`src/rtl/stepper_axis_driver.sv`:
```
// Single-axis full-step stepper driver: direction FSM, step prescaler,
// reversal settle window, quadrature phase sequencing and a wrapping
// position counter.
module stepper_axis_driver #(
  parameter int DIV     = 50000,  // clock cycles per motor step
  parameter int DEAD    = 1000,   // settle cycles on direction reversal
  parameter int POS_MOD = 360     // position wrap modulus in steps
) (
  input  logic        clk,
  input  logic        rst,
  input  logic        en,
  input  logic [1:0]  dir,
  input  logic        pos_load,
  input  logic [15:0] pos_in,
  output logic [3:0]  coils,
  output logic [15:0] pos,
  output logic        step_pulse,
  output logic        busy
);

  localparam logic [1:0] S_IDLE   = 2'd0;
  localparam logic [1:0] S_RUN    = 2'd1;
  localparam logic [1:0] S_SETTLE = 2'd2;

  localparam logic [1:0] DIR_UP   = 2'b10;
  localparam logic [1:0] DIR_DOWN = 2'b01;

  localparam int PW = $clog2(DIV);
  localparam int SW = (DEAD > 1) ? $clog2(DEAD) : 1;

  localparam logic [PW-1:0] PRESC_MAX  = PW'(DIV - 1);
  localparam logic [SW-1:0] SETTLE_MAX = SW'(DEAD - 1);
  localparam logic [15:0]   POS_MAX    = 16'(POS_MOD - 1);

  logic [1:0]    r_state;
  logic [PW-1:0] r_presc;
  logic [SW-1:0] r_settle;
  logic [1:0]    r_dir_q;
  logic [1:0]    r_phase;
  logic [15:0]   r_pos;
  logic [3:0]    r_coils;
  logic          r_step;
  logic          r_busy;

  logic [1:0]    w_state_next;
  logic [PW-1:0] w_presc_next;
  logic [SW-1:0] w_settle_next;
  logic [1:0]    w_dir_q_next;
  logic          w_step;
  logic          w_dir_valid;
  logic [1:0]    w_phase_next;
  logic [15:0]   w_pos_next;
  logic [3:0]    w_coils_next;
  logic          w_load_ok;

  // Full-step, two-phase-on drive pattern for each phase index
  function automatic logic [3:0] phase_pattern(input logic [1:0] ph);
    case (ph)
      2'd0:    phase_pattern = 4'b1100;
      2'd1:    phase_pattern = 4'b0110;
      2'd2:    phase_pattern = 4'b0011;
      default: phase_pattern = 4'b1001;
    endcase
  endfunction

  assign w_dir_valid = (dir == DIR_UP) || (dir == DIR_DOWN);
  assign w_load_ok   = pos_load && (pos_in <= POS_MAX);

  // FSM next-state, prescaler and settle counter; decides when a step fires
  always_comb begin
    w_state_next  = r_state;
    w_presc_next  = r_presc;
    w_settle_next = r_settle;
    w_dir_q_next  = r_dir_q;
    w_step        = 1'b0;
    case (r_state)
      S_IDLE: begin
        w_presc_next  = '0;
        w_settle_next = '0;
        if (en && w_dir_valid) begin
          w_state_next = S_RUN;
          w_dir_q_next = dir;
        end
      end
      S_RUN: begin
        if (!en || !w_dir_valid) begin
          w_state_next = S_IDLE;
          w_presc_next = '0;
        end else if (dir != r_dir_q) begin
          // dir_q is always a valid direction here, so any other valid
          // command is a reversal and must go through the settle window
          w_state_next  = S_SETTLE;
          w_presc_next  = '0;
          w_settle_next = '0;
        end else if (r_presc == PRESC_MAX) begin
          w_step       = 1'b1;
          w_presc_next = '0;
        end else begin
          w_presc_next = r_presc + 1'b1;
        end
      end
      S_SETTLE: begin
        w_presc_next = '0;
        if (!en || (r_settle == SETTLE_MAX)) begin
          w_state_next  = S_IDLE;
          w_settle_next = '0;
        end else begin
          w_settle_next = r_settle + 1'b1;
        end
      end
      default: begin
        w_state_next  = S_IDLE;
        w_presc_next  = '0;
        w_settle_next = '0;
      end
    endcase
  end

  // Phase index, position counter (calibration load wins over a step) and coil drive
  always_comb begin
    w_phase_next = r_phase;
    w_pos_next   = r_pos;
    if (w_step) begin
      if (r_dir_q == DIR_UP) begin
        w_phase_next = r_phase + 2'd1;
        w_pos_next   = (r_pos >= POS_MAX) ? 16'd0 : r_pos + 16'd1;
      end else begin
        w_phase_next = r_phase - 2'd1;
        w_pos_next   = (r_pos == 16'd0) ? POS_MAX : r_pos - 16'd1;
      end
    end
    if (w_load_ok) begin
      w_pos_next = pos_in;
    end
    w_coils_next = en ? phase_pattern(w_phase_next) : 4'b0000;
  end

  // State and output registers; reset aborts motion immediately
  always_ff @(posedge clk or posedge rst) begin
    if (rst) begin
      r_state  <= S_IDLE;
      r_presc  <= '0;
      r_settle <= '0;
      r_dir_q  <= 2'b00;
      r_phase  <= 2'd0;
      r_pos    <= 16'd0;
      r_coils  <= 4'b0000;
      r_step   <= 1'b0;
      r_busy   <= 1'b0;
    end else begin
      r_state  <= w_state_next;
      r_presc  <= w_presc_next;
      r_settle <= w_settle_next;
      r_dir_q  <= w_dir_q_next;
      r_phase  <= w_phase_next;
      r_pos    <= w_pos_next;
      r_coils  <= w_coils_next;
      r_step   <= w_step;
      r_busy   <= (w_state_next != S_IDLE);
    end
  end

  assign coils      = r_coils;
  assign pos        = r_pos;
  assign step_pulse = r_step;
  assign busy       = r_busy;

endmodule

```
`config.mk`:
```
export PLATFORM = sky130hd
export DESIGN_NAME = stepper_axis_driver
export DESIGN_NICKNAME = d
export VERILOG_FILES = /design/src/rtl/stepper_axis_driver.sv
export SDC_FILE = /design/constraint.sdc
export NUM_CORES = 1
export LEC_CHECK = 0
export BUFFER_PORTS_ARGS = -buffer_cell sky130_fd_sc_hd__buf_2
export CAP_MARGIN = 10
export CORE_UTILIZATION = 45
export CTS_CLUSTER_DIAMETER = 50
export DETAILED_ROUTE_END_ITERATION = 8
export HOLD_SLACK_MARGIN = 0.02
export MAX_ROUTING_LAYER = met4
export SLEW_MARGIN = 20
export SYNTH_ARGS = -nofsm -noshare
export SYNTH_HDL_FRONTEND = slang
export SYNTH_SLANG_ARGS = --single-unit
```
`constraint.sdc`:
```
create_clock -name clk -period 2.6 [get_ports clk]
set_clock_uncertainty 0.05 [all_clocks]
set_input_delay 0 -clock clk [delete_from_list [all_inputs] [get_ports clk]]
set_output_delay 0 -clock clk [all_outputs]
set_load 0.05 [all_outputs]
```
Word-level counts from Yosys, hierarchy flattened
Cells that the tools add are included.

cells by class
  $add $sub $neg = 6
  order comparisons = 2
  equality and inequality tests = 12
  muxes and demuxes = 26
  reductions and logical operators = 14

operator list
  cell                                                                                   count
  16-bit 2-to-1 mux                                                                      9
  16-bit by 1-bit adder with 16-bit output (second input constant)                       2
  10-bit 2-to-1 mux                                                                      3
  10-bit case mux with 2 select lines                                                    1
  16-bit == test (second input constant)                                                 1
  16-bit by 9-bit greater-or-equal comparator with 1-bit output (second input constant)  1
  16-bit by 9-bit less-or-equal comparator with 1-bit output (second input constant)     1
  16-bit zero test                                                                       1
  16-bit by 1-bit subtractor with 16-bit output (second input constant)                  1
  2-bit 2-to-1 mux                                                                       6
  4-bit case mux with 3 select lines                                                     1
  10-bit by 1-bit adder with 10-bit output (second input constant)                       1
  10-bit == test (second input constant)                                                 1
  2-bit == test (second input constant)                                                  4
  2-bit by 1-bit == test with 1-bit output (second input constant)                       3
  2-bit case mux with 3 select lines                                                     1
  2-bit zero test                                                                        2
  1-bit 2-to-1 mux                                                                       4
  4-bit 2-to-1 mux                                                                       1
  2-bit inequality test (second input constant)                                          2
  2-bit AND reduction                                                                    2
  2-bit nonzero test                                                                     2
  1-bit logical OR                                                                       3
  2-bit by 1-bit adder with 2-bit output (second input constant)                         1
  other kinds (4)                                                                        6

word-level totals
  flip-flop bits (word level) = 54
  word-level logic and storage cells = 69

Depth between registers and ports, before layout
  depth after elaboration = 10
  depth in mapped cells = 11

Worst setup path after synthesis
OpenSTA, ideal clock, no wires.

  kind = register to register
  from = reg r_pos[1] (netlist: pos[1])
  to = reg r_pos[3] (netlist: pos[3])
  arrival = 2.221 ns
  data required time = 2.416 ns
  slack = 0.195 ns
  cell stages (with the launch flop) = 7
  path buffers = 0
  period minus slack after synthesis = 2.405 ns
  cells stage by stage = dfrtp_1 ha_1 a2111oi_0 nor3_1 o21ai_1 a2111oi_0 a21oi_1

between the ends
  word-level cells in the longest chain between the ends = 5
  elaborated cells between the ends (all ways) = 9
  classes of those cells = add/sub: 2; order compare: 1; mux: 5; reduce/logical: 1

RTL lines
  what                                                                   RTL line  text
  start: declaration                                                     40        logic [15:0] r_pos;
  start signal: assignment                                               156       r_pos <= w_pos_next;
  16-bit by 1-bit subtractor with 16-bit output (tied with other cells)  129       w_pos_next = (r_pos == 16'd0) ? POS_MAX : r_pos - 16'd1;
  16-bit 2-to-1 mux, on equally long branches                            129, 126
  16-bit 2-to-1 mux *                                                    124       if (r_dir_q == DIR_UP) begin
  16-bit 2-to-1 mux *                                                    123       if (w_step) begin
  16-bit 2-to-1 mux *                                                    132       if (w_load_ok) begin

Every way passes the cells marked *; elsewhere a longest branch is shown, timed or not. The select of a mux whose other input is x is not followed.
A chain may end at the register's enable or synchronous reset.

Worst setup path in the final report
  from = reg r_presc[4]
  to = reg r_coils[3] (netlist: coils[3])

between the ends
  word-level cells in the longest chain between the ends = 9
  elaborated cells between the ends (all ways) = 11
  classes of those cells = eq/ne: 3; mux: 7; reduce/logical: 1

RTL lines
  what                                   RTL line  text
  start: declaration                     36        logic [PW-1:0] r_presc;
  start signal: assignment               152       r_presc <= w_presc_next;
  16-bit == test *                       95        end else if (r_presc == PRESC_MAX) begin
  1-bit 2-to-1 mux *                     95
  1-bit 2-to-1 mux *                     89        end else if (dir != r_dir_q) begin
  1-bit 2-to-1 mux *                     86        if (!en || !w_dir_valid) begin
  1-bit 2-to-1 mux *                     76        case (r_state)
  named net w_step                       49        logic w_step;
  2-bit 2-to-1 mux *                     123
  named net w_phase_next[0]              51        logic [1:0] w_phase_next;
  2-bit == test (tied with other cells)  58        case (ph)
  4-bit case mux with 3 select lines *   58
  4-bit 2-to-1 mux *                     135       w_coils_next = en ? phase_pattern(w_phase_next) : 4'b0000;
  named net w_coils_next[3]              53        logic [3:0] w_coils_next;
  end signal: assignment                 157       r_coils <= w_coils_next;
  end: declaration                       41        logic [3:0] r_coils;

Mark *: on every way through the listed nets, which the timed path passes. The rest lies on a longest branch.

==> flow_summary.json <==
{
  "die_w_um": 88.1,
  "core.rowCount": 31,
  "crit_path_max_fanout": 6,
  "io_pins": 44,
  "area_delta_synth_final_pct": 18.8,
  "synth-main-ff-cell": "dfrtp_1",
  "ys_warn_count": 0,
  "worst_pin_slew_ns": 0.667,
  "drive_gt1_share_pct": 18.9,
  "yosysSeqAreaShare_pct": 40.5,
  "diodes": 0,
  "crit_path_start_kind": "register",
  "postCtsSetupBuffers": 0,
  "setup_viol": 0,
  "vdd_drop_max_mv": 0.207,
  "cp.required_ns": 2.76,
  "status": "finished clean",
  "wl_um": 8250,
  "drt-initial-drc-count": 240,
  "rr_worst_depth": 8,
  "cts.sinks": 54,
  "relSlewSlack_pct": 55.3,
  "synth.distinct_cells": 63,
  "routedWlPerCell_um": 15.7,
  "numPlacedInstances": 508,
  "holdPathEnd": "r_dir_q[0]",
  "fin_crit_sh_pct": 91.2,
  "grt_util_all_layers_pct": 23.0,
  "slew_viol_final": 0,
  "utilization_pct": 54.9,
  "final_common_cell": "dfrtp_1",
  "die-area_mm2": 0.00776,
  "hold_violations": 0,
  "crit_arrival_ns": 2.53,
  "max_cap_viol_count": 0,
  "syn_inst": 369,
  "min_from": "dir[0]",
  "critical_path_class": "reg -> reg",
  "insertion_delay_ns": 0.31,
  "synth_nets": 398,
  "fin_nets": 457,
  "synthArstFlopShare_pct": 100,
  "syn_area_per_cell_um2": 9.04,
  "startpoint": "r_presc[4]",
  "antenna_found_initial": 0,
  "fin_crit_ns": 2.37,
  "synth_edf_count": 0,
  "fmax_ghz": 0.422,
  "rr_endpoint": "coils[3]",
  "p_per_area_mw_per_mm2": 478,
  "cts_buffer_depth": 2,
  "vias": 3031,
  "clkTransAtPathRegs_ns": 0.10,
  "drc": 0,
  "vias_per_cell": 5.75,
  "cts_tree": "yes",
  "grt_max_degree": 27,
  "hold_ws_ns": 0.135,
  "rsz0062_at_grt": "false",
  "holdPathStages": 4,
  "gp_congestion": 0.922,
  "core_area_mm2": 0.00721,
  "hpwl_um": 6060,
  "setup-tns-final_ns": 0,
  "root_buffer": "clkbuf_8",
  "start_util_pct": 46.2,
  "cts_made_buffers": 5,
  "first_pass_iters": 4,
  "fp.dieH_um": 88.1,
  "port_buffers": 43,
  "hold_path_class": "in -> reg",
  "final_cell_count_no_fill": 527,
  "overflow": 0,
  "syn_area_mm2": 0.00333,
  "layout_common_cells": "dfrtp_1, buf_2, nor2_1, nand2_1, nand3_1",
  "p_leak_nw": 1.77,
  "r2r-start": "r_presc[4]",
  "grt_first_pass_wirelength_um": 13500,
  "grt_pass1_vias": 2805,
  "end_kind": "register",
  "cts_max_level": 2,
  "ys_ff_latch": 54,
  "antenna_left": 0,
  "reg2reg_slack_ns": 0.23
}
-- worst max-delay path, stage by stage, from the launching register on --
cell     delay [ns]
dfrtp_1        0.45
nor4b_1        0.39
and4_1         0.38
nand2_1        0.17
inv_2          0.09
xnor2_1        0.14
inv_1          0.09
ha_1           0.22
o31a_1         0.29
-- state kept, by name (all words and copies together), names as in the netlist --
name,cells
busy,1
pos,16
coils,4
r_state,2
r_dir_q,2
step_pulse,1
r_phase,2
r_presc,16
r_settle,10
-- cell usage after synthesis (3+ instances only) --
cell type | number | share of area (%)
nand2_1 | 27 | 3.0
ha_1 | 7 | 2.6
or4_4 | 3 | 1.0
and4b_1 | 3 | 0.90
o211ai_1 | 4 | 0.90
a21oi_1 | 9 | 1.4
a31oi_1 | 14 | 2.6
o21ai_0 | 14 | 2.1
nor4bb_1 | 4 | 1.2
o211a_1 | 4 | 1.2
clkbuf_1 | 11 | 1.2
inv_1 | 11 | 1.2
and4_1 | 3 | 0.79
o31ai_1 | 6 | 1.4
nor2_1 | 36 | 4.1
nand2b_1 | 4 | 0.75
and3_1 | 9 | 1.7
or3_1 | 6 | 1.1
o21ai_1 | 10 | 1.5
nor4b_1 | 7 | 1.8
and2_1 | 3 | 0.56
o22ai_1 | 4 | 0.75
nor3_1 | 11 | 1.7
o41ai_1 | 3 | 0.79
dfrtp_1 | 54 | 41
nand3_1 | 15 | 2.3
nand3b_1 | 3 | 0.68
a211oi_1 | 3 | 0.68
nand4_1 | 9 | 1.7
xor2_1 | 8 | 2.1
buf_2 | 3 | 0.45
a22o_1 | 3 | 0.79
nor2b_1 | 4 | 0.75
a2111oi_0 | 4 | 1.1
xnor2_1 | 12 | 3.2
-- worst max path at each step --
| stage | slack [ns] | endpoint |
|---|---|---|
| final | 0.23 | coils[3] |
| after global routing | 0.06 | coils[3] |
| after CTS | 0.1 | pos[3] |
| after detailed placement | 0.12 | pos[3] |
| after global placement | 0.1 | pos[3] |
| after floorplan | 0.20 | pos[3] |
-- timing repair --
item / CTS / global route
hold buffers: 12 / 0
endpoints found under the setup margin: 0 / 5
endpoints found under the hold margin: 40 / 0
resized for setup: 0 / 6
-- area by class of cell --
type / count / area [µm²]
Clock buffer: 5 / 68.8
Clock inverter: 2 / 38.8
Multi-Input combinational cell: 286 / 1900
Inverter: 13 / 48.8
Fill cell: 682 / 3250
Timing Repair Buffer: 68 / 433
Tap cell: 99 / 124
Sequential cell: 54 / 1350
-- routing by layer --
| metal | part of all wire, % | vias up | track usage [%] | wire length, µm |
|---|---|---|---|---|
| met2 | 47 | 66 | 36.2 | 3870 |
| met4 | 1.6 | 0 | 6.89 | 132 |
| li1 | - | 1512 | - | - |
| met1 | 47 | 1439 | 30.3 | 3910 |
| met3 | 4.1 | 14 | 3.86 | 341 |
| met5 | 0 | - | - | 0 |
-- per-stage QoR --
step	setup slack [ns]	cell area, µm²	power [W]
6_report	0.228	3960	0.00189
4_1_cts	0.0967	3940	0.00192
2_1_floorplan	0.195	3330	0.00121
5_1_grt	0.0607	3960	0.00200
3_5_place_dp	0.125	3710	0.00132
3_3_place_gp	0.0972	3710	0.00132
-- cells by family after synthesis --
| logic type | share of synthesized area [%] |
|---|---|
| simple gates | 28.1 |
| compound gates | 19.2 |
| flops | 40.5 |
| buf+inv | 3.60 |
| xor+xnor | 5.25 |
| fa+ha+maj | 2.63 |
| mux | 0.638 |
-- power breakdown --
group,internal [W],switching (W),leakage [nW]
sequential,0.000864,0.0000421,0.732
combinational,0.000155,0.000268,0.986
clock,0.000284,0.000280,0.0542
total,0.00130,0.000590,1.77
(Power assumes the default switching activity.)
